==> src/rtl/alu_ctrl_decode_pkg.sv <==
// Shared definitions for the ID-stage decoder: ALU select codes (the same
// encoding the execute-stage ALU decodes), RV32 opcode/funct7 constants,
// immediate format selector and the registered control bundle.
package alu_ctrl_decode_pkg;

  typedef enum logic [3:0] {
    ALU_AND = 4'b0000,
    ALU_OR  = 4'b0001,
    ALU_ADD = 4'b0010,
    ALU_XOR = 4'b0011,
    ALU_SLL = 4'b0100,
    ALU_SRL = 4'b0101,
    ALU_SUB = 4'b0110,
    ALU_SRA = 4'b0111,
    ALU_MUL = 4'b1000,
    ALU_DIV = 4'b1001
  } alu_sel_e;

  localparam logic [6:0] OPC_OP     = 7'b0110011;
  localparam logic [6:0] OPC_OPIMM  = 7'b0010011;
  localparam logic [6:0] OPC_LOAD   = 7'b0000011;
  localparam logic [6:0] OPC_STORE  = 7'b0100011;
  localparam logic [6:0] OPC_BRANCH = 7'b1100011;
  localparam logic [6:0] OPC_LUI    = 7'b0110111;
  localparam logic [6:0] OPC_AUIPC  = 7'b0010111;
  localparam logic [6:0] OPC_JAL    = 7'b1101111;
  localparam logic [6:0] OPC_JALR   = 7'b1100111;

  localparam logic [6:0] F7_BASE   = 7'b0000000;
  localparam logic [6:0] F7_ALT    = 7'b0100000;
  localparam logic [6:0] F7_MULDIV = 7'b0000001;

  // IMM_LINK yields the constant 4 used as the link-address increment.
  typedef enum logic [2:0] {
    IMM_NONE, IMM_I, IMM_SHAMT, IMM_S, IMM_B, IMM_U, IMM_J, IMM_LINK
  } imm_fmt_e;

  typedef struct packed {
    alu_sel_e    alu;
    logic        opa_pc;
    logic        opb_imm;
    logic [4:0]  rs1;
    logic [4:0]  rs2;
    logic [4:0]  rd;
    logic        reg_write;
    logic        mem_read;
    logic        mem_write;
    logic        branch;
    logic        illegal;
  } ctrl_t;

endpackage

==> src/rtl/alu_ctrl_decode_imm_gen.sv <==
// Immediate extraction and sign extension for the RV32 I/S/B/U/J formats.
// Ports:
//   instr  in  instruction bits [31:7] (opcode not needed here)
//   fmt    in  immediate format to produce
//   imm    out 32-bit immediate; shift amounts are zero-extended
module alu_ctrl_decode_imm_gen
  import alu_ctrl_decode_pkg::*;
(
  input  logic [31:7] instr,
  input  imm_fmt_e    fmt,
  output logic [31:0] imm
);

  always_comb begin
    imm = '0;
    case (fmt)
      IMM_I:     imm = {{20{instr[31]}}, instr[31:20]};
      IMM_SHAMT: imm = {27'b0, instr[24:20]};
      IMM_S:     imm = {{20{instr[31]}}, instr[31:25], instr[11:7]};
      IMM_B:     imm = {{19{instr[31]}}, instr[31], instr[7], instr[30:25],
                        instr[11:8], 1'b0};
      IMM_U:     imm = {instr[31:12], 12'b0};
      IMM_J:     imm = {{11{instr[31]}}, instr[31], instr[19:12], instr[20],
                        instr[30:21], 1'b0};
      IMM_LINK:  imm = 32'd4;
      default:   imm = '0;
    endcase
  end

endmodule

==> src/rtl/alu_ctrl_decode.sv <==
// RV32IM ID-stage decoder with a registered ID/EX bundle.
// Ports:
//   CLK, RESET (sync, active low)
//   IN_VALID/IN_READY, INSTR, PC  : fetch side handshake
//   FLUSH                         : drop registered and presented instruction
//   OUT_VALID/OUT_READY           : execute side handshake
//   ALU_SELECT, OPA_PC, OPB_IMM, IMM, RS1, RS2, RD, REG_WRITE, MEM_READ,
//   MEM_WRITE, BRANCH, ILLEGAL, PC_OUT : registered decoded bundle
// A MUL/DIV holds IN_READY low for LATENCY-1 cycles after it is accepted so
// the ALU is not handed a new op while it is still iterating.
module alu_ctrl_decode
  import alu_ctrl_decode_pkg::*;
#(
  parameter int MUL_LATENCY = 1,
  parameter int DIV_LATENCY = 4
) (
  input  logic        CLK,
  input  logic        RESET,
  input  logic        IN_VALID,
  output logic        IN_READY,
  input  logic [31:0] INSTR,
  input  logic [31:0] PC,
  input  logic        FLUSH,
  output logic        OUT_VALID,
  input  logic        OUT_READY,
  output logic [3:0]  ALU_SELECT,
  output logic        OPA_PC,
  output logic        OPB_IMM,
  output logic [31:0] IMM,
  output logic [4:0]  RS1,
  output logic [4:0]  RS2,
  output logic [4:0]  RD,
  output logic        REG_WRITE,
  output logic        MEM_READ,
  output logic        MEM_WRITE,
  output logic        BRANCH,
  output logic        ILLEGAL,
  output logic [31:0] PC_OUT
);

  localparam int MAXL = (MUL_LATENCY > DIV_LATENCY) ? MUL_LATENCY : DIV_LATENCY;
  localparam int BW   = (MAXL > 2) ? $clog2(MAXL) : 1;

  logic [6:0] opc, f7;
  logic [2:0] f3;
  assign opc = INSTR[6:0];
  assign f3  = INSTR[14:12];
  assign f7  = INSTR[31:25];

  ctrl_t       d, q;
  imm_fmt_e    fmt;
  logic [31:0] imm, imm_q, pc_q;
  logic        vld;
  logic [BW-1:0] busy;
  logic        accept;

  alu_ctrl_decode_imm_gen u_imm (.instr(INSTR[31:7]), .fmt(fmt), .imm(imm));

  always_comb begin
    d         = '0;
    d.alu     = ALU_ADD;
    d.rs1     = INSTR[19:15];
    d.rs2     = INSTR[24:20];
    d.rd      = INSTR[11:7];
    fmt       = IMM_NONE;
    d.illegal = 1'b0;
    case (opc)
      OPC_OP: begin
        d.reg_write = 1'b1;
        case ({f7, f3})
          {F7_BASE,   3'b000}: d.alu = ALU_ADD;
          {F7_BASE,   3'b111}: d.alu = ALU_AND;
          {F7_BASE,   3'b110}: d.alu = ALU_OR;
          {F7_BASE,   3'b100}: d.alu = ALU_XOR;
          {F7_BASE,   3'b001}: d.alu = ALU_SLL;
          {F7_BASE,   3'b101}: d.alu = ALU_SRL;
          {F7_ALT,    3'b000}: d.alu = ALU_SUB;
          {F7_ALT,    3'b101}: d.alu = ALU_SRA;
          {F7_MULDIV, 3'b000}: d.alu = ALU_MUL;
          {F7_MULDIV, 3'b100}: d.alu = ALU_DIV;
          default:             d.illegal = 1'b1;
        endcase
      end
      OPC_OPIMM: begin
        d.opb_imm   = 1'b1;
        d.reg_write = 1'b1;
        fmt         = IMM_I;
        case (f3)
          3'b000: d.alu = ALU_ADD;
          3'b111: d.alu = ALU_AND;
          3'b110: d.alu = ALU_OR;
          3'b100: d.alu = ALU_XOR;
          3'b001: begin
            d.alu = ALU_SLL;
            fmt   = IMM_SHAMT;
            if (f7 != F7_BASE) d.illegal = 1'b1;
          end
          3'b101: begin
            fmt = IMM_SHAMT;
            if (f7 == F7_BASE)     d.alu = ALU_SRL;
            else if (f7 == F7_ALT) d.alu = ALU_SRA;
            else                   d.illegal = 1'b1;
          end
          default: d.illegal = 1'b1;
        endcase
      end
      OPC_LOAD: begin
        d.opb_imm = 1'b1; d.mem_read = 1'b1; d.reg_write = 1'b1; fmt = IMM_I;
      end
      OPC_STORE: begin
        d.opb_imm = 1'b1; d.mem_write = 1'b1; d.rd = '0; fmt = IMM_S;
      end
      OPC_BRANCH: begin
        d.alu = ALU_SUB; d.branch = 1'b1; d.rd = '0; fmt = IMM_B;
        if (f3[2:1] != 2'b00) d.illegal = 1'b1;
      end
      OPC_LUI: begin
        d.rs1 = '0; d.opb_imm = 1'b1; d.reg_write = 1'b1; fmt = IMM_U;
      end
      OPC_AUIPC: begin
        d.opa_pc = 1'b1; d.opb_imm = 1'b1; d.reg_write = 1'b1; fmt = IMM_U;
      end
      OPC_JAL, OPC_JALR: begin
        // only the link value is produced here; the jump target is elsewhere
        d.opa_pc = 1'b1; d.opb_imm = 1'b1; d.reg_write = 1'b1; fmt = IMM_LINK;
        if (opc == OPC_JALR && f3 != 3'b000) d.illegal = 1'b1;
      end
      default: d.illegal = 1'b1;
    endcase
    // illegal bundles still issue (for the trap path) but must do nothing
    if (d.illegal) begin
      d.alu = ALU_AND; d.opa_pc = 1'b0; d.opb_imm = 1'b0; d.reg_write = 1'b0;
      d.mem_read = 1'b0; d.mem_write = 1'b0; d.branch = 1'b0; fmt = IMM_NONE;
    end
    if (d.rd == 5'd0) d.reg_write = 1'b0;
  end

  assign IN_READY = RESET & (~vld | OUT_READY) & (busy == '0);
  assign accept   = IN_VALID & IN_READY & ~FLUSH;

  always_ff @(posedge CLK) begin
    if (!RESET) begin
      q     <= '0;
      imm_q <= '0;
      pc_q  <= '0;
      vld   <= 1'b0;
      busy  <= '0;
    end else if (FLUSH) begin
      vld  <= 1'b0;
      busy <= '0;
    end else begin
      if (busy != '0) busy <= busy - BW'(1);
      if (accept) begin
        q     <= d;
        imm_q <= imm;
        pc_q  <= PC;
        vld   <= 1'b1;
        // accept implies busy==0, so this load never races the decrement
        if (d.alu == ALU_MUL)      busy <= BW'(MUL_LATENCY - 1);
        else if (d.alu == ALU_DIV) busy <= BW'(DIV_LATENCY - 1);
      end else if (OUT_READY) begin
        vld <= 1'b0;
      end
    end
  end

  assign OUT_VALID  = vld;
  assign ALU_SELECT = q.alu;
  assign OPA_PC     = q.opa_pc;
  assign OPB_IMM    = q.opb_imm;
  assign IMM        = imm_q;
  assign RS1        = q.rs1;
  assign RS2        = q.rs2;
  assign RD         = q.rd;
  assign REG_WRITE  = q.reg_write;
  assign MEM_READ   = q.mem_read;
  assign MEM_WRITE  = q.mem_write;
  assign BRANCH     = q.branch;
  assign ILLEGAL    = q.illegal;
  assign PC_OUT     = pc_q;

endmodule

==> config.mk <==
export PLATFORM = sky130hd
export DESIGN_NAME = alu_ctrl_decode
export DESIGN_NICKNAME = d
export VERILOG_FILES = /design/src/rtl/alu_ctrl_decode_pkg.sv /design/src/rtl/alu_ctrl_decode_imm_gen.sv /design/src/rtl/alu_ctrl_decode.sv
export SDC_FILE = /design/constraint.sdc
export NUM_CORES = 1
export LEC_CHECK = 0
export ABC_AREA = 0
export CORE_MARGIN = 10
export CORE_UTILIZATION = 48
export CTS_CLUSTER_DIAMETER = 30
export DETAILED_ROUTE_END_ITERATION = 8
export PLACE_DENSITY_LB_ADDON = 0.25
export SETUP_SLACK_MARGIN = 0.4
export SLEW_MARGIN = 5
export SYNTH_ARGS = -nofsm -noshare
export SYNTH_HDL_FRONTEND = slang
export SYNTH_SLANG_ARGS = --single-unit
==> constraint.sdc <==
create_clock -name CLK -period 2.89 [get_ports CLK]
set_clock_uncertainty 0.05 [all_clocks]
set_input_delay 0.289 -clock CLK [delete_from_list [all_inputs] [get_ports CLK]]
set_output_delay 0.289 -clock CLK [all_outputs]
set_load 0.01 [all_outputs]
Word level (Yosys, flattened, before mapping). Cells that the tools add are included.

Flip-flop bits (word level): 93. Input bits: 69. Output and inout bits: 92. Word-level logic and storage cells: 114.

Add/sub/neg operators: 1. Equal/unequal tests: 33. Muxes and demuxes: 34. Bitwise operators: 8. Reduce and logical (&&, ||, !) cells: 23.

Operators with widths (count): $pmux 32 s7 (1); $eq 10x3->1 const B (4); $pmux 4 s9 (1); $eq 7x6->1 const B (4); $eq 3x3->1 const B (8); $eq 7x7->1 const B (3); $eq 10x4->1 const B (2); $eq 10x9->1 const B (2); $pmux 4 s5 (1); $pmux 3 s6 (1); $mux 1 (15); $eq 7x5->1 const B (2); $reduce_or 7->1 (2); $pmux 4 s3 (1); $eq 10x1->1 const B (1); $logic_not 10->1 (1); $mux 2 (5); $mux 5 (2); $reduce_or 10->1 (1); $reduce_or 2->1 (5); $eq 4x4->1 const B (2); $mux 4 (2); $reduce_or 4->1 (2); $eq 7x2->1 const B (1); other kinds (20) (30).

Logic depth before layout (Yosys ltp).
Word-level depth: 10. Mapped depth: 8.

Hierarchy. A second synthesis with hierarchy kept.

Cell total of the unflattened synthesis: 562. Area, all modules: 4425.5 um2.

Modules (own cells, without submodules): alu_ctrl_decode (instances 1, cells each 484, area each 3933.8 um2, seq. area each 1861.8 um2); alu_ctrl_decode_imm_gen (instances 1, cells each 78, area each 491.7 um2, seq. area each 0.0 um2).

Worst setup path before layout. OpenSTA, ideal clock, no wires.

Path kind: input -> register. Start: input port INSTR[2]. End: register imm_q[23], in the netlist IMM[23]. Setup time: 117 ps. Arrival: 1777 ps. Path slack: 946 ps. Stages: 8. Buffers on the path: 2. Cell sequence: buf_2 or2_1 nor4_4 o211ai_1 nand3_1 buf_2 a21boi_0 o21ai_2.

Longest elaborated chain between the ends: 7. Elaborated cells between the ends (all ways): 25. Classes of those cells: 16 x eq/ne; 5 x mux; 4 x reduce/logical.

Ends and longest elaborated chain: start: declaration (line alu_ctrl_decode.sv:21) `input logic [31:0] INSTR,`; $eq 7x7->1 (line alu_ctrl_decode.sv:67, alu_ctrl_decode.sv:126); $logic_and 1x1->1 (line alu_ctrl_decode.sv:126) `if (opc == OPC_JALR && f3 != 3'b000) d.illegal = 1'b1;`; $mux 1 (line alu_ctrl_decode.sv:126); $pmux 1 s5 (line alu_ctrl_decode.sv:67) `case (opc)`; $mux 3 (*) (line alu_ctrl_decode.sv:131) `if (d.illegal) begin`; $eq 3x3->1 (tied with other cells) (line alu_ctrl_decode_imm_gen.sv:16) `case (fmt)`; $pmux 32 s7 (*) (line alu_ctrl_decode_imm_gen.sv:16); end signal: assignment (line alu_ctrl_decode.sv:155) `imm_q <= imm;`; end: declaration (line alu_ctrl_decode.sv:52) `logic [31:0] imm, imm_q, pc_q;`.

Mark *: on every way between the ends. The rest lies on a longest branch, timed or not. A chain may end at the register's enable or synchronous reset.

Worst setup path after layout.
Start: input port INSTR[31]. End: register imm_q[5], in the netlist IMM[5].

Longest elaborated chain between the ends: 8. Elaborated cells between the ends (all ways): 29. Classes of those cells: 17 x eq/ne; 8 x mux; 4 x reduce/logical.

Ends and longest elaborated chain: $eq 7x6->1 (line alu_ctrl_decode.sv:101) `else if (f7 == F7_ALT) d.alu = ALU_SRA;`; $mux 1 (line alu_ctrl_decode.sv:101); $mux 1 (line alu_ctrl_decode.sv:100) `if (f7 == F7_BASE) d.alu = ALU_SRL;`; $pmux 1 s3 (line alu_ctrl_decode.sv:88) `case (f3)`; $pmux 1 s5 (*) (line alu_ctrl_decode.sv:67); $mux 3 (*) (line alu_ctrl_decode.sv:131); $eq 3x3->1 (tied with other cells) (line alu_ctrl_decode_imm_gen.sv:16); $pmux 32 s7 (*) (line alu_ctrl_decode_imm_gen.sv:16).

Marked as above.

==> impl_metrics.env <==
export IMPL_status="complete, no violations"
export IMPL_rsz0062_at_grt="no"
export IMPL_p_total_mw=2.61
export IMPL_critPathCaptureType="flop"
export IMPL_cpMaxStageDelayCell="clkdlybuf4s50_1"
export IMPL_cts_root_buffer_cell="clkbuf_8"
export IMPL_critPathKind="input port to flop"
export IMPL_gp_congestion=0.963
export IMPL_min_period_ns=2.34
export IMPL_overflow=0
export IMPL_layout_area_overhead_vs_synth_pct=47.5
export IMPL_numClockSinks=93
export IMPL_h_tree_depth=3
export IMPL_grt_max_degree=33
export IMPL_die_area_um2=12900
export IMPL_tightestPinTransition_ns=1.12
export IMPL_hp_class="input port to flop"
export IMPL_clk_pin_slew_ns=0.10
export IMPL_synthTopCellsByArea="dfxtp_1 44%, nand2_1 10%, a21boi_0 6.6%"
export IMPL_wl_met3_mm=1.46
export IMPL_cts_hold_buf=0
export IMPL_arrival_ns=2.60
export IMPL_cap_violations=0
export IMPL_io_pins=161
export IMPL_synth_distinct_cells=59
export IMPL_fmax_ghz=0.427
export IMPL_fin_nets=712
export IMPL_dp_hpwl_mm=10.5
export IMPL_synth_area_um2=4200
export IMPL_synth_edff_count=0
export IMPL_relSlewSlack_pct=25.5
export IMPL_die_w_um=114
export IMPL_wl_met1_mm=5.54
export IMPL_rows=34
export IMPL_yosys_area_top_type_share_pct=44.3
export IMPL_powerDensity_nw_per_um2=421
export IMPL_dr_pass1_iters=6
export IMPL_reg2regPathDepth=5
export IMPL_hold_worst_slack_ns=0.347
export IMPL_synthFlopType="dfxtp_1"
export IMPL_synth_top_cell_by_area="dfxtp_1"
export IMPL_p_leak_nw=2.16
export IMPL_wl_per_cell_um=18.2
export IMPL_dp_slack_ns=0.199
export IMPL_max_stage_delay_ns=0.59
export IMPL_yosysSeqAreaShare_pct=44.3
export IMPL_drive_above_1_share_pct=11.4
export IMPL_async_reset_ff_share_pct=0
export IMPL_ys_seq_elements=93
export IMPL_finalSetupViolations=0
export IMPL_cp_start_kind="input port"
export IMPL_antenna_found_initial=1
export IMPL_dr_total_vias=4171
export IMPL_hold_viol_final=0
export IMPL_ys_top_cells_by_count="116 x nand2_1, 93 x dfxtp_1, 37 x a21boi_0"
export IMPL_slew_violations=0
export IMPL_clk_latency_ns=0.35
export IMPL_finalCritPeriodShare_pct=81.1
export IMPL_drc=0
export IMPL_synth_avg_cell_area_um2=8.61
export IMPL_syn_nets=557
export IMPL_setup_tns_ns=0
export IMPL_io_buffers=160
export IMPL_vias_per_cell=5.51
export IMPL_fp_dieH_um=114
export IMPL_cts_tree="done"
export IMPL_grt_pass1_wl_mm=21.9
export IMPL_highest_layer="met4"
export IMPL_totalWireLength_mm=13.8
export IMPL_grt_usage_pct=20.7
export IMPL_coreArea_um2=8640
export IMPL_clk_path_buf_depth=2
export IMPL_num_fill_cells=649
export IMPL_initial_core_util_pct=48.7
export IMPL_ant_nets=0
export IMPL_cts_buffers=9
export IMPL_drt_iter0_markers=366
export IMPL_syn_inst=488
export IMPL_whs_path_depth=3
export IMPL_grt_pass1_vias=4089
export IMPL_cp_required_ns=3.15
export IMPL_yosys_warnings=0
export IMPL_finish_utilization_pct=71.8
export IMPL_critPathMaxFanout=10
export IMPL_ir_drop_mv=0.307
export IMPL_wl_met2_mm=6.56
export IMPL_setup_slack_ns=0.548
export IMPL_synthMostInstantiatedCell="nand2_1"
export IMPL_path_cells="clkdlybuf4s50_1, or4_4, nor3_2, a221o_1, nand3_1, buf_4, nor3_4, a22o_1"
metrics by stage:
| step | cells | area, um^2 |
|---|---|---|
| 3_3_place_gp | 736 | 5920 |
| 3_5_place_dp | 736 | 5920 |
| 5_1_grt | 756 | 6200 |
| 2_1_floorplan | 488 | 4200 |
| 4_1_cts | 752 | 6140 |
| 6_report | 757 | 6200 |
flip-flops by register name (all words and copies together) (netlist names):
signal,count
IMM,32
PC_OUT,32
RD,5
RS1,5
RS2,5
ALU_SELECT,4
busy,2
BRANCH,1
ILLEGAL,1
MEM_READ,1
MEM_WRITE,1
OPA_PC,1
OPB_IMM,1
OUT_VALID,1
REG_WRITE,1
layout by cell type, fill, tap and decap left out, types with 3 or more instances in the layout:
| master | netlist | routed |
|---|---|---|
| clkdlybuf4s50_1 | 0 | 159 |
| clkbuf_8 | 0 | 11 |
| and3_1 | 3 | 3 |
| and2_1 | 5 | 5 |
| inv_1 | 4 | 4 |
| a32oi_1 | 5 | 5 |
| o31ai_1 | 5 | 5 |
| nor3_1 | 3 | 3 |
| a21boi_1 | 25 | 25 |
| o21ai_2 | 20 | 20 |
| nand2b_1 | 8 | 8 |
| dfxtp_1 | 93 | 93 |
| nor2_1 | 10 | 9 |
| a22o_1 | 9 | 9 |
| nand3_1 | 19 | 19 |
| nor4_1 | 3 | 3 |
| a21oi_1 | 10 | 10 |
| a31oi_1 | 3 | 3 |
| o21ai_1 | 6 | 6 |
| nand2_1 | 116 | 116 |
| nor2b_1 | 10 | 10 |
| a21boi_0 | 37 | 37 |
| a22oi_1 | 7 | 7 |
| buf_4 | 1 | 18 |
| o21ai_0 | 8 | 8 |
logic make-up after synthesis:
family	Yosys count	share of synthesized area, %
AO/OA/AOI/OAI	152	27.7
XOR/XNOR	1	0.208
buffers and inverters	41	4.26
flip-flops	93	44.3
multiplexers	2	0.476
AND/OR/NAND/NOR	199	23.1
cell type report:
class                           instances  area [um^2]  area share (%)
Antenna cell                            1         2.50          0.0404
Inverter                                4         15.0           0.242
Clock inverter                          5         66.3            1.07
Tap cell                              108          135            2.18
Timing Repair Buffer                  180         1780            28.7
Clock buffer                           11          151            2.44
Multi-Input combinational cell        355         2190            35.3
Sequential cell                        93         1860            30.0
routing by layer:
layer / vias to the layer above / track usage, %
met5: - / 0
met4: 0 / 6.51
met3: 15 / 7.56
met2: 201 / 33.0
met1: 1917 / 25.3
li1: 2038 / -
where the power goes:
| part | switching [mW] | internal [mW] |
|---|---|---|
| combinational | 0.168 | 0.179 |
| clock | 0.492 | 0.459 |
| sequential | 0.0113 | 1.30 |
repair_timing:
action	4_1_cts	5_1_grt
buffers inserted	0	3
setup endpoints to repair	0	8
gates resized for setup	0	3
final timing paths:
| check | from | end | slack, ns |
|---|---|---|---|
| worst min register to register | RS2[4]$_SDFFE_PN0P_ | RS2[4]$_SDFFE_PN0P_ | 0.41 |
| worst min-delay path | INSTR[2] | OPA_PC$_SDFFE_PN0P_ | 0.35 |
| worst max-delay path | INSTR[31] | IMM[5]$_SDFFE_PN0P_ | 0.55 |
| worst max register to register | busy[1]$_SDFF_PP0_ | IMM[5]$_SDFFE_PN0P_ | 0.82 |
critical path: cells and delay by family:
family          cells  cell delay (ns)
compound gates      2             0.38
buf+inv             2             0.83
simple gates        4             1.10
(Power assumes the default switching activity.)
